### config.mk
export PLATFORM = sky130hd
export DESIGN_NAME = seq_alu
export DESIGN_NICKNAME = d
export VERILOG_FILES = /design/src/rtl/seq_alu.sv
export SDC_FILE = /design/constraint.sdc
export NUM_CORES = 1
export LEC_CHECK = 0
export CAP_MARGIN = 25
export CORE_MARGIN = 10
export CORE_UTILIZATION = 40
export DETAILED_ROUTE_END_ITERATION = 6
export GPL_ROUTABILITY_DRIVEN = 0
export HOLD_SLACK_MARGIN = 0.15
export PLACE_DENSITY = 0.69
export SLEW_MARGIN = 40
export SYNTH_ARGS = -nofsm -noshare
export SYNTH_HDL_FRONTEND = slang
export SYNTH_SLANG_ARGS = --single-unit
### constraint.sdc
create_clock -name clk -period 10.8 [get_ports clk]
set_clock_uncertainty 0.15 [all_clocks]
set_input_delay 1.08 -clock clk [delete_from_list [all_inputs] [get_ports clk]]
set_output_delay 1.08 -clock clk [all_outputs]
set_load 0.005 [all_outputs]
### src/rtl/seq_alu.sv
// rtl/seq_alu.sv - registered ALU with valid/ready handshake and iterative multu/divu
// Optional: SEQ_ALU_OVF_EN adds the signed add/sub overflow flag on ovf.
module seq_alu #(
  parameter int WIDTH = 32,
  parameter int SHW   = $clog2(WIDTH)
) (
  input  logic             clk,
  input  logic             rst_n,
  input  logic             in_valid,
  output logic             in_ready,
  input  logic [2:0]       op,
  input  logic [WIDTH-1:0] a,
  input  logic [WIDTH-1:0] b,
  output logic             busy,
  output logic             done,
  output logic [WIDTH-1:0] result,
  output logic [WIDTH-1:0] hi,
  output logic             dz,
  output logic             ovf
);

  typedef enum logic [1:0] {IDLE, RUN, FIN} state_t;

  state_t           state, state_n;
  logic [SHW-1:0]   cnt;
  logic             is_div;
  logic [WIDTH-1:0] acc_hi, acc_lo, opnd;

  logic             accept, is_iter, div0, last;
  logic [WIDTH-1:0] alu_res, sum, diff;
  logic [WIDTH:0]   mul_sum, div_rr, div_diff;
  logic [WIDTH-1:0] step_hi, step_lo;

  assign busy     = (state == RUN);
  assign in_ready = ~busy;
  assign done     = (state == FIN);
  assign accept   = in_valid & in_ready;
  assign is_iter  = op[2] & op[1];
  assign div0     = (op == 3'b111) && (b == '0);
  assign last     = (cnt == SHW'(WIDTH - 1));
  assign sum      = a + b;
  assign diff     = a - b;

  always_ff @(posedge clk or negedge rst_n) begin
    if (!rst_n) state <= IDLE;
    else        state <= state_n;
  end

  always_comb begin
    state_n = state;
    case (state)
      IDLE, FIN: begin
        if (accept)             state_n = (is_iter && !div0) ? RUN : FIN;
        else if (state == FIN)  state_n = IDLE;
      end
      RUN:     if (last) state_n = FIN;
      default: state_n = IDLE;
    endcase
  end

  always_comb begin
    alu_res = '0;
    case (op)
      3'b000:  alu_res = sum;
      3'b001:  alu_res = diff;
      3'b010:  alu_res = a & b;
      3'b011:  alu_res = a | b;
      3'b100:  alu_res = a >> b[SHW-1:0];
      3'b101:  alu_res = $unsigned($signed(a) >>> b[SHW-1:0]);
      default: alu_res = '0;
    endcase
  end

  // One iteration step: shift-add (acc_lo holds multiplier) or restoring divide (acc_lo holds dividend/quotient).
  always_comb begin
    mul_sum  = {1'b0, acc_hi} + (acc_lo[0] ? {1'b0, opnd} : '0);
    div_rr   = {acc_hi, acc_lo[WIDTH-1]};
    div_diff = div_rr - {1'b0, opnd};
    step_hi  = mul_sum[WIDTH:1];
    step_lo  = {mul_sum[0], acc_lo[WIDTH-1:1]};
    if (is_div) begin
      step_hi = div_diff[WIDTH] ? div_rr[WIDTH-1:0] : div_diff[WIDTH-1:0];
      step_lo = {acc_lo[WIDTH-2:0], ~div_diff[WIDTH]};
    end
  end

  always_ff @(posedge clk or negedge rst_n) begin
    if (!rst_n) begin
      cnt    <= '0;
      is_div <= 1'b0;
      acc_hi <= '0;
      acc_lo <= '0;
      opnd   <= '0;
      result <= '0;
      hi     <= '0;
      dz     <= 1'b0;
    end else if (accept) begin
      cnt    <= '0;
      is_div <= op[0];
      acc_hi <= '0;
      acc_lo <= op[0] ? a : b;
      opnd   <= op[0] ? b : a;
      dz     <= div0;
      if (!is_iter) begin
        result <= alu_res;
        hi     <= '0;
      end else if (div0) begin
        result <= '1;
        hi     <= a;
      end
    end else if (state == RUN) begin
      cnt    <= cnt + SHW'(1);
      acc_hi <= step_hi;
      acc_lo <= step_lo;
      if (last) begin
        result <= step_lo;
        hi     <= step_hi;
      end
    end
  end

`ifdef SEQ_ALU_OVF_EN
  always_ff @(posedge clk or negedge rst_n) begin
    if (!rst_n) begin
      ovf <= 1'b0;
    end else if (accept) begin
      case (op)
        3'b000:  ovf <= (a[WIDTH-1] == b[WIDTH-1]) && (sum[WIDTH-1] != a[WIDTH-1]);
        3'b001:  ovf <= (a[WIDTH-1] != b[WIDTH-1]) && (diff[WIDTH-1] != a[WIDTH-1]);
        default: ovf <= 1'b0;
      endcase
    end
  end
`else
  assign ovf = 1'b0;
`endif

endmodule

Word level (Yosys, flattened, before mapping)
Cells that the tools add are included.

Logic and storage cells: 73. Input port bits: 70. Output and inout bits: 69. Register bits: 169.

Eq/ne operators: 12. Bitwise logic cells: 6. Mux-type cells: 28. Reduce and logical (&&, ||, !) cells: 11. Add/sub/neg operators: 5. Shift-type cells: 2.

Operators by type and width (count): $mux 32 (20); $pmux 32 s6 (1); $add 32x32->33 (1); $sub 33x32->33 (1); $add 32x32->32 (1); $and 32x32->32 (1); $logic_not 32->1 (1); $or 32x32->32 (1); $shr 32x5->32 (1); $sshr 32x5->32 (1); $sub 32x32->32 (1); $mux 5 (2); $eq 3x3->1 const B (3); $mux 2 (4); $eq 3x2->1 const B (2); $add 5x1->5 const B (1); $eq 5x5->1 const B (1); $pmux 2 s2 (1); $reduce_bool 2->1 (2); $eq 3x1->1 const B (1); $logic_not 3->1 (1); $ne 3x2->1 const B (1); $ne 3x3->1 const B (1); $reduce_and 3->1 (1); 10 further kinds (13).

Longest topological paths before layout
Depth in word-level cells: 7. Gate-level depth with buffers: 21. Depth with buffers taken out: 18.

Worst setup path after synthesis
Ideal clock, no wire load.

Kind: input-to-reg. Start point: input op[0]. End point: register result[20]. Setup slack: 5321 ps. Library setup time: 148 ps. Data arrival time: 5181 ps. Required time: 10502 ps. Buffers on the path: 4. Stages on the path: 18. Cell sequence: clkbuf_1 clkbuf_1 clkbuf_1 buf_1 nand2_1 nand2_1 o21ai_0 fa_1 nor2b_1 o21a_1 o21ai_1 a2111oi_1 o21ai_1 o31ai_1 xnor2_1 nor2_1 a2111oi_0 a311oi_2.

Longest elaborated chain between the ends: 4. Elaborated cells between the ends (all ways): 13. Classes of those cells: eq/ne: 7; mux: 3; reduce/logical: 3.

Ends and longest elaborated chain: from (decl) (RTL line 11) `input logic [2:0] op,`; $eq 3x3->1, or another cell as far along (RTL line 63) `case (op)`; $pmux 32 s6 / $logic_and 1x1->1 (equally long branches) (RTL line 63, 39); $mux 32 / $ne 3x2->1 (equally long branches); $mux 32 / $reduce_and 3->1 (equally long branches); to (signal assigned) (RTL line 105) `result <= alu_res;`; to (signal assigned) (RTL line 116) `result <= step_lo;`; to (decl) (RTL line 16) `output logic [WIDTH-1:0] result,`.

Several ways; a longest one is shown, not always the timed one. A chain may end at the register's enable or synchronous reset.

Final worst setup path
Start point: input b[1]. End point: register result[20].

Longest elaborated chain between the ends: 4. Elaborated cells between the ends (all ways): 11. Classes of those cells: add/sub: 2; eq/ne: 1; shift: 2; mux: 3; reduce/logical: 3.

Ends and longest elaborated chain: from (decl) (RTL line 13) `input logic [WIDTH-1:0] b,`; $sub 32x32->32, or another cell as far along (RTL line 42) `assign diff = a - b;`; $pmux 32 s6 / $logic_and 1x1->1 (equally long branches) (RTL line 63, 39); $mux 32 / $ne 3x2->1 (equally long branches); $mux 32 / $reduce_and 3->1 (equally long branches).

Several ways; a longest one is shown, not always the timed one.

==> reports/qor.csv <==
metric;value;unit
synth_commonest_cells;290 x nand2_1, 190 x o21ai_0, 183 x a21oi_1;
clk_pin_slew;0.07;ns
whs_endpoint;dz;
hpwl;47.6;mm
finalWirelength;65.5;mm
reg2reg_slack;6.08;ns
synthToLayoutAreaGrowth;12.6;%
fin_crit;6.09;ns
min_from;dz;
antenna_found_initial;3;
path_cells;clkdlybuf4s50_1, buf_4, inv_1, ha_1, and4_1, and3_1, nor2_1, xnor2_1, ha_1, nand4_1, a2111oi_1, o21ai_1, o31ai_1, xnor2_1, nor2_1, a2111oi_0, a311oi_2;
crit_buf_inv;3;
grt_start_max_net_pins;98;
grt_overflow;0;
setup_violations;0;
p_leak;8.32;nW
drt-pass1-iter-count;6;
cts_resized;0;
hold_buffers;0;
hold_class;flip-flop to flip-flop;
post_cts_buffers;0;
drive_gt1_share;5.30;%
fin_tns_setup;0;ns
drc_errors;0;
period_share;56.4;%
rsz0062_at_grt;no;
power.density_cell_area;198;nW/um^2
synth-seq-area-share;24.6;%
tightest_slew;0.886;ns
instances_no_fill;2769;
status;finished, final reports clean;
cts_root_buf;clkbuf_16;
dr.first_iter.drc_count;2165;
final_util;45.9;%
rows;75;
cp.arrival;6.25;ns
r2r_cells;15;
synth_fa_ha_area_share;8.85;%
port-buffer-count;137;
crit_family;compound AO/OA/AOI/OAI gates;
finalNetCount;2388;
hold_depth;2;
synth_area_leaders;dfrtp_1 25%, ha_1 7.3%, mux2i_1 7.1%;
syn_nets;2363;
yosys.area.top_type_share;24.6;%
ant_nets;0;
dpl_worst_slack;4.29;ns
max_stage_delay;0.62;ns
initial_core_util;40.7;%
viasPerCell;6.49;
relSlewSlack;40.7;%
cts_buffers;17;
track_usage;24.8;%
synth_top_cell_by_area;dfrtp_1;
yosysUniqueCellTypes;88;
clk_latency;0.46;ns
worstPathMaxFanout;33;
r2r-end;hi[11];
syn_area_per_cell;7.85;sq um
hold_viol_final;0;
synth_compound_area_share;27.8;%
drv_cap;0;
clk_path_buf_depth;2;
ir_worst_vdd;0.129;mV
synth-seq-cells;169;
fmax;0.164;GHz
placed_cells_incl_taps;2734;
cts_tree;done;
synth_top_family_by_area;compound AO/OA/AOI/OAI gates;
ys_warn_count;0;
crit_slowest_cell;inv_1;
vias;18000;
yosys.area_share.simple;17.9;%
htreeDepth;4;
layout_setup_ws;4.71;ns
cp_data_required_time;10.96;ns
synth_ff_type;dfrtp_1;
endpoint_kind;flip-flop;
design.die.area;51700;sq um
avgRoutedWirePerCell;23.6;microns
crit_type;primary input to flip-flop;
synth_area;17200;sq um
synthArstFlopShare;100;%
regToRegStartpoint;acc_lo[31];
clock-sinks;169;
synthMuxAreaShare;9.98;%
io_pins;139;
fp.dieW;227;microns
synth_xor_xnor_area_share;5.35;%
syn-instance-count;2190;
grt_first_pass_wirelength;100;mm
start_kind;primary input;
grt_pass1_vias;17400;
die_h;227;microns
core-area;42200;sq um
synth_edf_count;0;
yosys.cell_count.top_type;nand2_1;
report.final.slew_viol_count;0;
## flip-flops by register name, indices dropped and copies added (netlist names)
name	cells
state	2
is_div	1
dz	1
acc_hi	32
cnt	5
acc_lo	32
hi	32
result	32
opnd	32
## worst max-delay path by stage
stage | start | end | slack, ns | cells past startpoint
6_report | b[1] | result[20] | 4.71 | 17
5_1_grt | b[1] | result[20] | 4.33 | 17
4_1_cts | b[1] | result[20] | 4.77 | 17
3_5_place_dp | b[1] | result[20] | 4.29 | 17
3_3_place_gp | b[1] | result[20] | 4.39 | 17
2_1_floorplan | op[0] | result[20] | 5.32 | 18
## where the power goes
part	switching (mW)	internal, mW
Combinational	1.28	0.913
Clock	0.293	0.320
Sequential	0.209	0.819
## placed cells by master (no fill, tap or decap), types with 49 or more instances in the layout
master           count
a21o_1              57
a21oi_1            183
clkdlybuf4s50_1    133
dfrtp_1            167
ha_1               100
inv_1               65
mux2i_1            122
nand2_1            288
nand3_1             49
nor2_1             134
o211ai_1            60
o21ai_0            190
xnor2_1             67
## area by class of cell
class | count | area (sq um)
fill | 4083 | 22900
multi-input combinational | 1796 | 12000
sequential | 169 | 4230
timing repair buffer | 163 | 1600
tap | 539 | 674
clock buffer | 20 | 437
inverter | 68 | 255
clock inverter | 12 | 116
antenna | 2 | 5.00
## tightest hold or removal path: cells and delay by family, from the launching register on
kind | cells | cell delay, ns
AND/OR/NAND/NOR | 2 | 0.10
flip-flops | 1 | 0.34
## layer usage
layer / global-route usage (%) / vias to the layer above / wire (microns)
li1: - / 8055 / -
met1: 31.8 / 8580 / 26400
met2: 38.0 / 1101 / 28800
met3: 5.80 / 246 / 6710
met4: 13.7 / 2 / 3550
met5: 0 / - / 19
## cells by family (layout without fill, tap and decap cells)
family	after synthesis	after routing
AOI/OAI and AO/OA	750	750
and+or+nand+nor	664	664
buffers and inverters	225	263
DFF	169	169
muxes	152	152
adders and majority gates	124	124
xor gates and xnor gates	105	105
other	1	3
## through the flow
| stage | total power, mW | hold slack (ns) | instance area [sq um] |
|---|---|---|---|
| 6_report | 3.84 | 0.324 | 19400 |
| 5_1_grt | 4.09 | 0.343 | 19400 |
| 4_1_cts | 3.78 | 0.330 | 19300 |
| 3_5_place_dp | 3.17 | 0.315 | 18800 |
| 3_3_place_gp | 3.12 | 0.311 | 18700 |
| 2_1_floorplan | 2.46 | 0.293 | 17200 |
(Power assumes the default switching activity.)
